File: config.mk
export PLATFORM = sky130hd
export DESIGN_NAME = stereo_pixel_packer
export DESIGN_NICKNAME = d
export VERILOG_FILES = /design/src/rtl/stereo_pkg.sv /design/src/rtl/stereo_pixel_packer.sv
export SDC_FILE = /design/constraint.sdc
export NUM_CORES = 1
export LEC_CHECK = 0
export CAP_MARGIN = 15
export CELL_PAD_IN_SITES_DETAIL_PLACEMENT = 1
export CELL_PAD_IN_SITES_GLOBAL_PLACEMENT = 1
export CORE_UTILIZATION = 38
export DETAILED_ROUTE_END_ITERATION = 8
export HOLD_SLACK_MARGIN = 0.15
export PLACE_DENSITY_LB_ADDON = 0.12
export SYNTH_ARGS = -nofsm -noshare
export SYNTH_HDL_FRONTEND = slang
export SYNTH_SLANG_ARGS = --single-unit
File: constraint.sdc
create_clock -name clk -period 2.6 [get_ports clk]
set_input_delay 0.39 -clock clk [delete_from_list [all_inputs] [get_ports clk]]
set_output_delay 0.39 -clock clk [all_outputs]
set_load 0.005 [all_outputs]
File: src/rtl/stereo_pkg.sv
// Shared constants and state encoding for the stereo SAD front end
// (pixel packer and three-line buffer controller).
package stereo_pkg;

    localparam int unsigned PIX_W        = 8;
    localparam int unsigned WORD_W       = 32;
    localparam int unsigned PIX_PER_WORD = 4;

    localparam int unsigned DEF_WIDTH    = 740;
    localparam int unsigned DEF_HEIGHT   = 480;

    typedef enum logic [1:0] {
        ST_IDLE = 2'd0,
        ST_PACK = 2'd1,
        ST_PAD  = 2'd2,
        ST_DROP = 2'd3
    } pack_state_t;

    // Keep lanes [0, keep) of the word, overwrite the rest with the pad pixel.
    function automatic logic [WORD_W-1:0] pad_word(
        input logic [WORD_W-1:0] word,
        input logic [2:0]        keep,
        input logic [PIX_W-1:0]  pad
    );
        logic [WORD_W-1:0] w_res;
        w_res = word;
        for (int unsigned i = 0; i < PIX_PER_WORD; i++) begin
            if (i >= 32'(keep)) w_res[i*PIX_W +: PIX_W] = pad;
        end
        return w_res;
    endfunction

endpackage

File: src/rtl/stereo_pixel_packer.sv
// Packs an 8-bit AXI4-Stream video feed into 32-bit words, forcing exactly
// WIDTH/4 words per line by padding short lines and truncating long ones.
module stereo_pixel_packer
    import stereo_pkg::*;
#(
    parameter int unsigned WIDTH      = DEF_WIDTH,
    parameter int unsigned LOG_WIDTH  = 10,
    parameter int unsigned HEIGHT     = DEF_HEIGHT,
    parameter int unsigned LOG_HEIGHT = 9,
    parameter logic [7:0]  PAD_VALUE  = 8'h00
) (
    input  logic        clk,
    input  logic        rst,
    input  logic [7:0]  s_axis_tdata,
    input  logic        s_axis_tvalid,
    output logic        s_axis_tready,
    input  logic        s_axis_tuser,
    input  logic        s_axis_tlast,
    output logic [31:0] o_pixel_data,
    output logic        o_pixel_valid,
    output logic        o_line_err,
    output logic        o_frame_done
);

    localparam logic [LOG_WIDTH-1:0]  LAST_COL = LOG_WIDTH'(WIDTH - 1);
    localparam logic [LOG_WIDTH:0]    WIDTH_X  = (LOG_WIDTH+1)'(WIDTH);
    localparam logic [LOG_WIDTH:0]    THREE_X  = (LOG_WIDTH+1)'(PIX_PER_WORD - 1);
    localparam logic [LOG_WIDTH:0]    FOUR_X   = (LOG_WIDTH+1)'(PIX_PER_WORD);
    localparam logic [LOG_WIDTH:0]    ONE_X    = (LOG_WIDTH+1)'(1);
    localparam logic [LOG_HEIGHT-1:0] LAST_ROW = LOG_HEIGHT'(HEIGHT - 1);

    pack_state_t           r_state, w_state_next;
    logic [LOG_WIDTH-1:0]  r_col, w_col_next;
    logic [LOG_HEIGHT-1:0] r_row, w_row_next;
    logic                  r_restart, w_restart_next;
    logic [WORD_W-1:0]     r_word, w_word_next;
    logic [WORD_W-1:0]     r_data, w_data_next;
    logic                  r_valid, w_valid_next;
    logic                  r_err, w_err_next;
    logic                  r_done, w_done_next;

    logic                  w_tready, w_acc, w_pack_beat, w_line_end;
    logic [1:0]            w_lane;
    logic [WORD_W-1:0]     w_word_wr;
    logic [LOG_WIDTH:0]    w_bound, w_pad_next;

    always_ff @(posedge clk) begin
        if (rst) begin
            r_state   <= ST_IDLE;
            r_col     <= '0;
            r_row     <= '0;
            r_restart <= 1'b0;
            r_word    <= '0;
            r_data    <= '0;
            r_valid   <= 1'b0;
            r_err     <= 1'b0;
            r_done    <= 1'b0;
        end else begin
            r_state   <= w_state_next;
            r_col     <= w_col_next;
            r_row     <= w_row_next;
            r_restart <= w_restart_next;
            r_word    <= w_word_next;
            r_data    <= w_data_next;
            r_valid   <= w_valid_next;
            r_err     <= w_err_next;
            r_done    <= w_done_next;
        end
    end

    // Lane write of the current beat; w_bound is the next word boundary column.
    always_comb begin
        w_lane     = r_col[1:0];
        w_word_wr  = r_word;
        w_word_wr[w_lane*PIX_W +: PIX_W] = s_axis_tdata;
        w_bound    = ({1'b0, r_col} | THREE_X) + ONE_X;
        w_pad_next = {1'b0, r_col} + FOUR_X;
    end

    always_comb begin
        w_state_next   = r_state;
        w_col_next     = r_col;
        w_row_next     = r_row;
        w_restart_next = r_restart;
        w_word_next    = r_word;
        w_data_next    = r_data;
        w_valid_next   = 1'b0;
        w_err_next     = 1'b0;
        w_done_next    = 1'b0;
        w_pack_beat    = 1'b0;
        w_line_end     = 1'b0;

        case (r_state)
            ST_IDLE: begin
                if (w_acc && s_axis_tuser) w_pack_beat = 1'b1;
            end
            ST_PACK: begin
                if (w_acc) begin
                    w_pack_beat = 1'b1;
                end else if (s_axis_tvalid && s_axis_tuser) begin
                    // SOF mid-line: close the line out, the held beat restarts the frame
                    w_err_next     = 1'b1;
                    w_restart_next = 1'b1;
                    w_state_next   = ST_PAD;
                    if (w_lane != 2'd0) begin
                        w_valid_next = 1'b1;
                        w_data_next  = pad_word(r_word, {1'b0, w_lane}, PAD_VALUE);
                        if (w_bound == WIDTH_X) w_line_end = 1'b1;
                        else                    w_col_next = w_bound[LOG_WIDTH-1:0];
                    end
                end
            end
            ST_PAD: begin
                w_valid_next = 1'b1;
                w_data_next  = {PIX_PER_WORD{PAD_VALUE}};
                if (w_pad_next == WIDTH_X) w_line_end = 1'b1;
                else                       w_col_next = w_pad_next[LOG_WIDTH-1:0];
            end
            ST_DROP: begin
                if (w_acc && s_axis_tlast) w_line_end = 1'b1;
            end
            default: w_state_next = ST_IDLE;
        endcase

        if (w_pack_beat) begin
            w_word_next  = w_word_wr;
            w_state_next = ST_PACK;
            w_col_next   = r_col + LOG_WIDTH'(1);
            if (s_axis_tuser) w_row_next = '0;
            if (r_col == LAST_COL) begin
                w_valid_next = 1'b1;
                w_data_next  = w_word_wr;
                if (s_axis_tlast) begin
                    w_line_end = 1'b1;
                end else begin
                    w_err_next   = 1'b1;
                    w_col_next   = '0;
                    w_state_next = ST_DROP;
                end
            end else if (s_axis_tlast) begin
                w_err_next   = 1'b1;
                w_valid_next = 1'b1;
                w_data_next  = pad_word(w_word_wr, {1'b0, w_lane} + 3'd1, PAD_VALUE);
                w_state_next = ST_PAD;
                if (w_bound == WIDTH_X) w_line_end = 1'b1;
                else                    w_col_next = w_bound[LOG_WIDTH-1:0];
            end else if (w_lane == 2'd3) begin
                w_valid_next = 1'b1;
                w_data_next  = w_word_wr;
            end
        end

        if (w_line_end) begin
            w_col_next = '0;
            if (w_restart_next) begin
                w_row_next     = '0;
                w_restart_next = 1'b0;
                w_state_next   = ST_PACK;
            end else if (w_row_next == LAST_ROW) begin
                w_row_next   = '0;
                w_done_next  = 1'b1;
                w_state_next = ST_IDLE;
            end else begin
                w_row_next   = w_row_next + LOG_HEIGHT'(1);
                w_state_next = ST_PACK;
            end
        end
    end

    always_comb begin
        w_tready = 1'b0;
        if (!rst) begin
            case (r_state)
                ST_IDLE, ST_DROP: w_tready = 1'b1;
                ST_PACK:          w_tready = !(s_axis_tvalid && s_axis_tuser && (r_col != '0));
                default:          w_tready = 1'b0;
            endcase
        end
        w_acc = s_axis_tvalid && w_tready;
    end

    assign s_axis_tready = w_tready;
    assign o_pixel_data  = r_data;
    assign o_pixel_valid = r_valid;
    assign o_line_err    = r_err;
    assign o_frame_done  = r_done;

endmodule

==> out/results.tsv, run 1 <==
metric	value	unit
status	complete, but fails checks	
failing checks	setup timing	
Psw	1.13	mW
Clock transition at path regs	70	ps
CTS sink cnt	89	
Reg power frac	38.9	%
CP endpoint kind	flip-flop	
num ports	49	
syn nets	637	
Int Pwr	2.54	mW
Slew headroom	48.7	%
Longest Clk Path Bufs	2	
YS warnings	0	
n_diodes	0	
Max stage delay on crit path	430	ps
Max Cap Violations	0	
layout cells sized above 1	27.2	%
vias per cell	5.69	
Avg Inst Size Synth	7.93	sq um
setup violators final	5	
crit-path max FO	5	
post-DR wirelength/cell	19.4	um
fill count	1476	
WS Path Type	reg2reg	
Slew @ Worst Pin	769	ps
Initial DRC Count	304	
Gate power share	24.6	%
post-route ant nets	0	
CTS root buf	clkbuf_16	
Worst EP arrival	2900	ps
DR pass1 iterations	5	
final WL	17.4	mm
Clock power frac	36.6	%
Final Max Tran Viols	0	
dominant synthesized flop cell	dfxtp_1	
grt total ovfl	0	
Post-Syn Instances	609	
HPWL after detailed placement	11.9	mm
DRC viols	0	
largest net degree at the start of global routing	71	
Nets	752	
Net Sw Frac	30.8	%
unrepaired setup endpoints after global routing	yes	
RePlAce Congestion	0.823	
#FFs+latches synth	89	
Max Clk Rate	381	MHz
CTS tree	yes	
Starting Density	39.6	%
PnR Total Power	3.67	mW
synth unique cells	66	
first-pass GRT wire length	27.3	mm
Port Buf Inserts	48	
DIE HEIGHT	115	um
leakage	2.35	nW
Rows	40	
Seq/Total Area, Yosys	36.9	%
Hold Crit Class	reg2reg	
Crit-path slowest cell	or3b_4	
die area	13200	sq um
Design Area, Final	6700	sq um
fin crit share	101	%
Mapped Area	4830	sq um
crit-path cells	inv_2 -> ha_1 -> or3b_4 -> o31ai_4 -> nand3_2 -> and2_4 -> ha_4 -> nand3_4 -> a31oi_4 -> nand3_2 -> nand2_4 -> buf_4 -> o22ai_4 -> nand3_2 -> o21ai_2	
clk_lat worst skew	350	ps
post-route minimum period	2630	ps
Worst Skew	7.78	ps
CTS Hold Buffers Added	0	
pwr dens	548	nW/um^2
clock buffer count from CTS	9	
Post-DP Area	5960	sq um
GRT Overall Usage	26.8	%
Post-synth EDFFs	0	
P&R area growth vs syn	38.7	%
ys async rst share	0	%
core area	12200	sq um
initial antenna violation count	0	
maximum VDD drop	0.374	mV
vias in the first global route	5283	
Worst Setup Start Kind	flip-flop	
Fin Setup TNS	-65.6	ps
Die W	115	um
total number of vias	5105	
WHS	469	ps
H-tree Lvls	3	
worst path required time	2880	ps
dpl ws	-251	ps
Final Hold Viols	0	
PnR worst setup slack	-25.5	ps
Most common cell on crit path	nand3_2	
-- cells in the mapped netlist, types with 3 or more instances --
library cell	instances	area [sq um]
a211oi_1	6	45.0
a21oi_1	44	220
a222oi_1	9	90.1
a22o_1	7	61.3
a22oi_1	37	278
a31oi_1	9	56.3
a32oi_1	7	61.3
and2_1	10	62.6
and3_1	7	43.8
buf_2	9	45.0
buf_6	4	45.0
clkbuf_1	22	82.6
dfxtp_1	89	1780
ha_1	15	188
inv_1	27	101
nand2_1	79	297
nand2b_1	3	18.8
nand3_1	16	80.1
nor2_1	79	297
nor2_2	3	18.8
nor2b_1	8	50.1
nor3_1	17	85.1
o211ai_1	8	60.1
o21ai_0	24	120
o21ai_2	3	26.3
o21bai_1	3	22.5
o2bb2ai_1	10	87.6
o31ai_1	3	22.5
or3_1	5	31.3
-- cell families (layout without fill, tap and decap cells) --
kind of cell	Yosys count	count (layout)	share of synthesized area, %
compound gates	191	191	28.4
fa+ha+maj	15	15	3.88
buf+inv	64	184	5.90
flops	89	89	36.9
mux	2	2	0.440
simple gates	248	248	24.5
-- layer usage --
layer,part of all wire [%],track usage (%)
met5,0,0
met4,1.7,8.05
met3,3.5,4.38
met2,50,46.7
met1,44,34.0
-- repair_timing --
action                     4_1_cts  5_1_grt
setup buffers                    8        7
pin swaps                       17       24
setup endpoints to repair       32       55
gates resized for setup         29       55
gates cloned                     0        1
hold endpoints to repair         0        0
-- power by group through the flow --
stage               clock network [mW]  registers (mW)  logic (mW)
global route                      1.42            1.43       0.958
detailed placement                   0            1.46       0.744
finish                            1.34            1.43       0.903
floorplan                            0            1.45       0.427
global placement                     0            1.46       0.722
CTS                               1.37            1.43       0.799
-- layout by cell type, fill, tap and decap left out, types with 10 or more instances in the layout --
cell              n
nand3_1          10
a22oi_1          33
nor3_1           14
buf_6            10
nand2_1          72
nor2_1           75
o2bb2ai_1        10
ha_1             11
clkdlybuf4s50_1  46
o21ai_0          20
a21oi_1          41
dfxtp_1          84
inv_1            23
buf_4            80
-- cell type report --
cell class | count | area (sq um) | share of cell area, %
Clock inverter | 7 | 77.6 | 1.16
Multi-Input combinational cell | 456 | 3090 | 46.0
Timing Repair Buffer | 140 | 1210 | 18.0
Inverter | 28 | 105 | 1.57
Tap cell | 168 | 210 | 3.14
Sequential cell | 89 | 1790 | 26.7
Clock buffer | 9 | 225 | 3.36
-- worst paths after layout --
| kind | start | to | slack, ps | cells after the start |
|---|---|---|---|---|
| hold / removal | r_word[30] | r_word[30] | 470 | 2 |
| setup / recovery | r_col[2] | r_row[8] | -30 | 15 |
| setup reg to reg | r_col[2] | r_row[8] | -30 | 15 |
| hold reg to reg | r_word[30] | r_word[30] | 470 | 2 |
-- sequential cells by signal (all words and copies together) (netlist names) --
signal / count
o_frame_done: 1
o_line_err: 1
o_pixel_data: 32
o_pixel_valid: 1
r_col: 10
r_restart: 1
r_row: 9
r_state: 2
r_word: 32
-- stage by stage --
stage	utilization, %	std cells
after detailed placement	48.8	865
after global routing	54.9	897
after floorplan	-	609
final	54.9	897
after global placement	48.8	865
after CTS	52.7	889
-- critical path, delay by kind of cell (launching register included) --
kind	cells	cell delay (ps)
buffers and inverters	2	220
AO/OA/AOI/OAI	4	570
adder cells (fa/ha/maj)	2	290
AND/OR/NAND/NOR	7	1130
flip-flops	1	350
Note: power is estimated with default switching activity, not from simulation.
==> inputs of run 2 (changes only) <==
CELL_PAD_IN_SITES_GLOBAL_PLACEMENT = 2   (was 1)
CORE_UTILIZATION = 31   (was 38)
==> out/results.tsv, run 2 (synthesis results as in run 1) <==
metric	value	unit	change
status	complete, but fails checks		
failing checks	setup timing		
Core Util, Final	46.5	%	-8.4 points
PnR worst setup slack	-48.7	ps	-23.2 ps
first-pass GRT wire length	27.9	mm	+2.2%
Final Max Tran Viols	0		unchanged
RePlAce Congestion	0.801		-2.6%
most common cell after layout, fill and taps aside	buf_4		
worst path required time	2880	ps	about the same
leakage	2.56	nW	+9.0%
CTS sink cnt	89		unchanged
num ports	49		unchanged
GRT Overall Usage	22.0	%	-4.8 points
P&R area growth vs syn	46.2	%	
maximum VDD drop	0.359	mV	-4.2%
WHS	457	ps	-12.2 ps
Initial DRC Count	271		-11%
Int Pwr	2.49	mW	-2.0%
Die W	127	um	+11%
CTS root buf	clkbuf_16		
post-route ant nets	0		unchanged
Post-DP Area	6080	sq um	+2.0%
clock buffer count from CTS	9		unchanged
Clock power frac	33.9	%	-2.7 points
Worst Setup Start Kind	flip-flop		
Rows	45		+13%
total number of vias	5192		+1.7%
Design Area, Final	7070	sq um	+5.4%
n_diodes	0		unchanged
Net Sw Frac	31.7	%	+0.85 points
Reg-to-Reg End	r_row[8]		
vias per cell	5.53		-2.8%
Slew headroom	46.9	%	-1.8 points
WS Path Type	reg2reg		
commonest cells after routing, fill and taps aside	buf_4, dfxtp_1, nand2_1, nor2_1, clkdlybuf4s50_1		
Port Buf Inserts	48		unchanged
Worst Skew	6.77	ps	-1.00 ps
Max Clk Rate	378	MHz	-0.88%
die area	16100	sq um	+22%
Nets	775		+3.1%
Starting Density	31.8	%	-7.8 points
Worst EP arrival	2930	ps	+30 ps
Max Cap Violations	0		unchanged
layout cells sized above 1	32.1	%	+4.9 points
setup slack, reg-to-reg	-50	ps	-20 ps
Slew @ Worst Pin	796	ps	+26.5 ps
CP endpoint kind	flip-flop		
DIE HEIGHT	127	um	+11%
Hold Crit Class	reg2reg		
RR Startpoint	r_state[0]		
Clock transition at path regs	70	ps	about the same
H-tree Lvls	3		unchanged
vias in the first global route	5293		+0.19%
DRC viols	0		unchanged
post-route minimum period	2650	ps	+23.2 ps
largest net degree at the start of global routing	72		+1.4%
CTS tree	yes		
Psw	1.15	mW	+1.9%
pwr dens	516	nW/um^2	-5.9%
Longest Clk Path Bufs	2		unchanged
final WL	17.9	mm	+3.0%
fin crit share	102	%	+0.89 points
HPWL after detailed placement	12.3	mm	+3.1%
clk_lat worst skew	350	ps	about the same
setup violators final	10		+5
core area	15200	sq um	+24%
DR pass1 iterations	5		unchanged
Gate power share	27.0	%	+2.4 points
crit-path max FO	4		-1
sink of the worst hold path	r_word[29]		
grt total ovfl	0		unchanged
unrepaired setup endpoints after global routing	yes		
Hold Path Cell Cnt	2		unchanged
hold path start	r_word[29]		
post-DR wirelength/cell	19.1	um	-1.6%
CTS Hold Buffers Added	0		unchanged
initial antenna violation count	0		unchanged
Final Hold Viols	0		unchanged
Reg power frac	39.1	%	+0.2 points
Reg2Reg Depth	11		-4
[run 2: worst max path at each step]
stage                       start                to  slack (ps)  depth (start not counted)
floorplan                r_col[0]          r_row[8]           4                         10
global placement    s_axis_tvalid   o_pixel_data[9]        -210                         10
detailed placement  s_axis_tvalid  o_pixel_data[15]        -320                         10
CTS                      r_col[2]          r_row[3]         -20                         13
global route           r_state[0]          r_row[8]        -180                         11
finish                 r_state[0]          r_row[8]         -50                         11
[run 2: timing repair]
action	4_1_cts	5_1_grt
gates resized for setup	37	85
buffers inserted	11	16
endpoints found under the setup margin	53	69
pin swaps	20	41
gates cloned	1	1
[run 2: critical path: stages, from the launching register on]
cell,delay [ps]
dfxtp_1,330
inv_1,60
buf_4,140
ha_4,290
inv_2,40
a211o_1,280
nor2_2,180
a21oi_2,110
o31ai_4,400
o21ai_2,130
or4_4,490
o21ai_1,130
[run 2: cell type report]
cell class,instances,area [sq um]
sequential,89,1790
fill,1772,8140
clock inverter,5,32.5
clock buffer,10,239
timing repair buffer,162,1440
tap,188,235
inverter,28,108
multi-input combinational,457,3230
[run 2: stage by stage]
step	cells	setup WS, ps	TNS [ps]	total power, mW
after floorplan	609	3.56	0	1.88
after global routing	939	-175	-2970	3.80
after detailed placement	896	-316	-13220	2.22
final	939	-48.7	-154	3.64
after global placement	896	-215	-7830	2.20
after CTS	923	-24.9	-83.2	3.55
[run 2: routing by layer]
layer / vias to the layer above / global-route usage, % / share of wire (%)
li1: 2474 / - / -
met1: 2614 / 28.0 / 46
met2: 89 / 38.1 / 50
met3: 15 / 3.67 / 3.0
met4: 0 / 6.37 / 1.5
met5: - / 0 / 0
[run 2: power by group through the flow]
stage          registers (mW)  clock network (mW)  logic, mW
6_report                 1.43                1.24      0.983
5_1_grt                  1.43                1.32       1.05
4_1_cts                  1.43                1.28      0.838
3_5_place_dp             1.46                   0      0.761
3_3_place_gp             1.45                   0      0.747
2_1_floorplan            1.45                   0      0.427
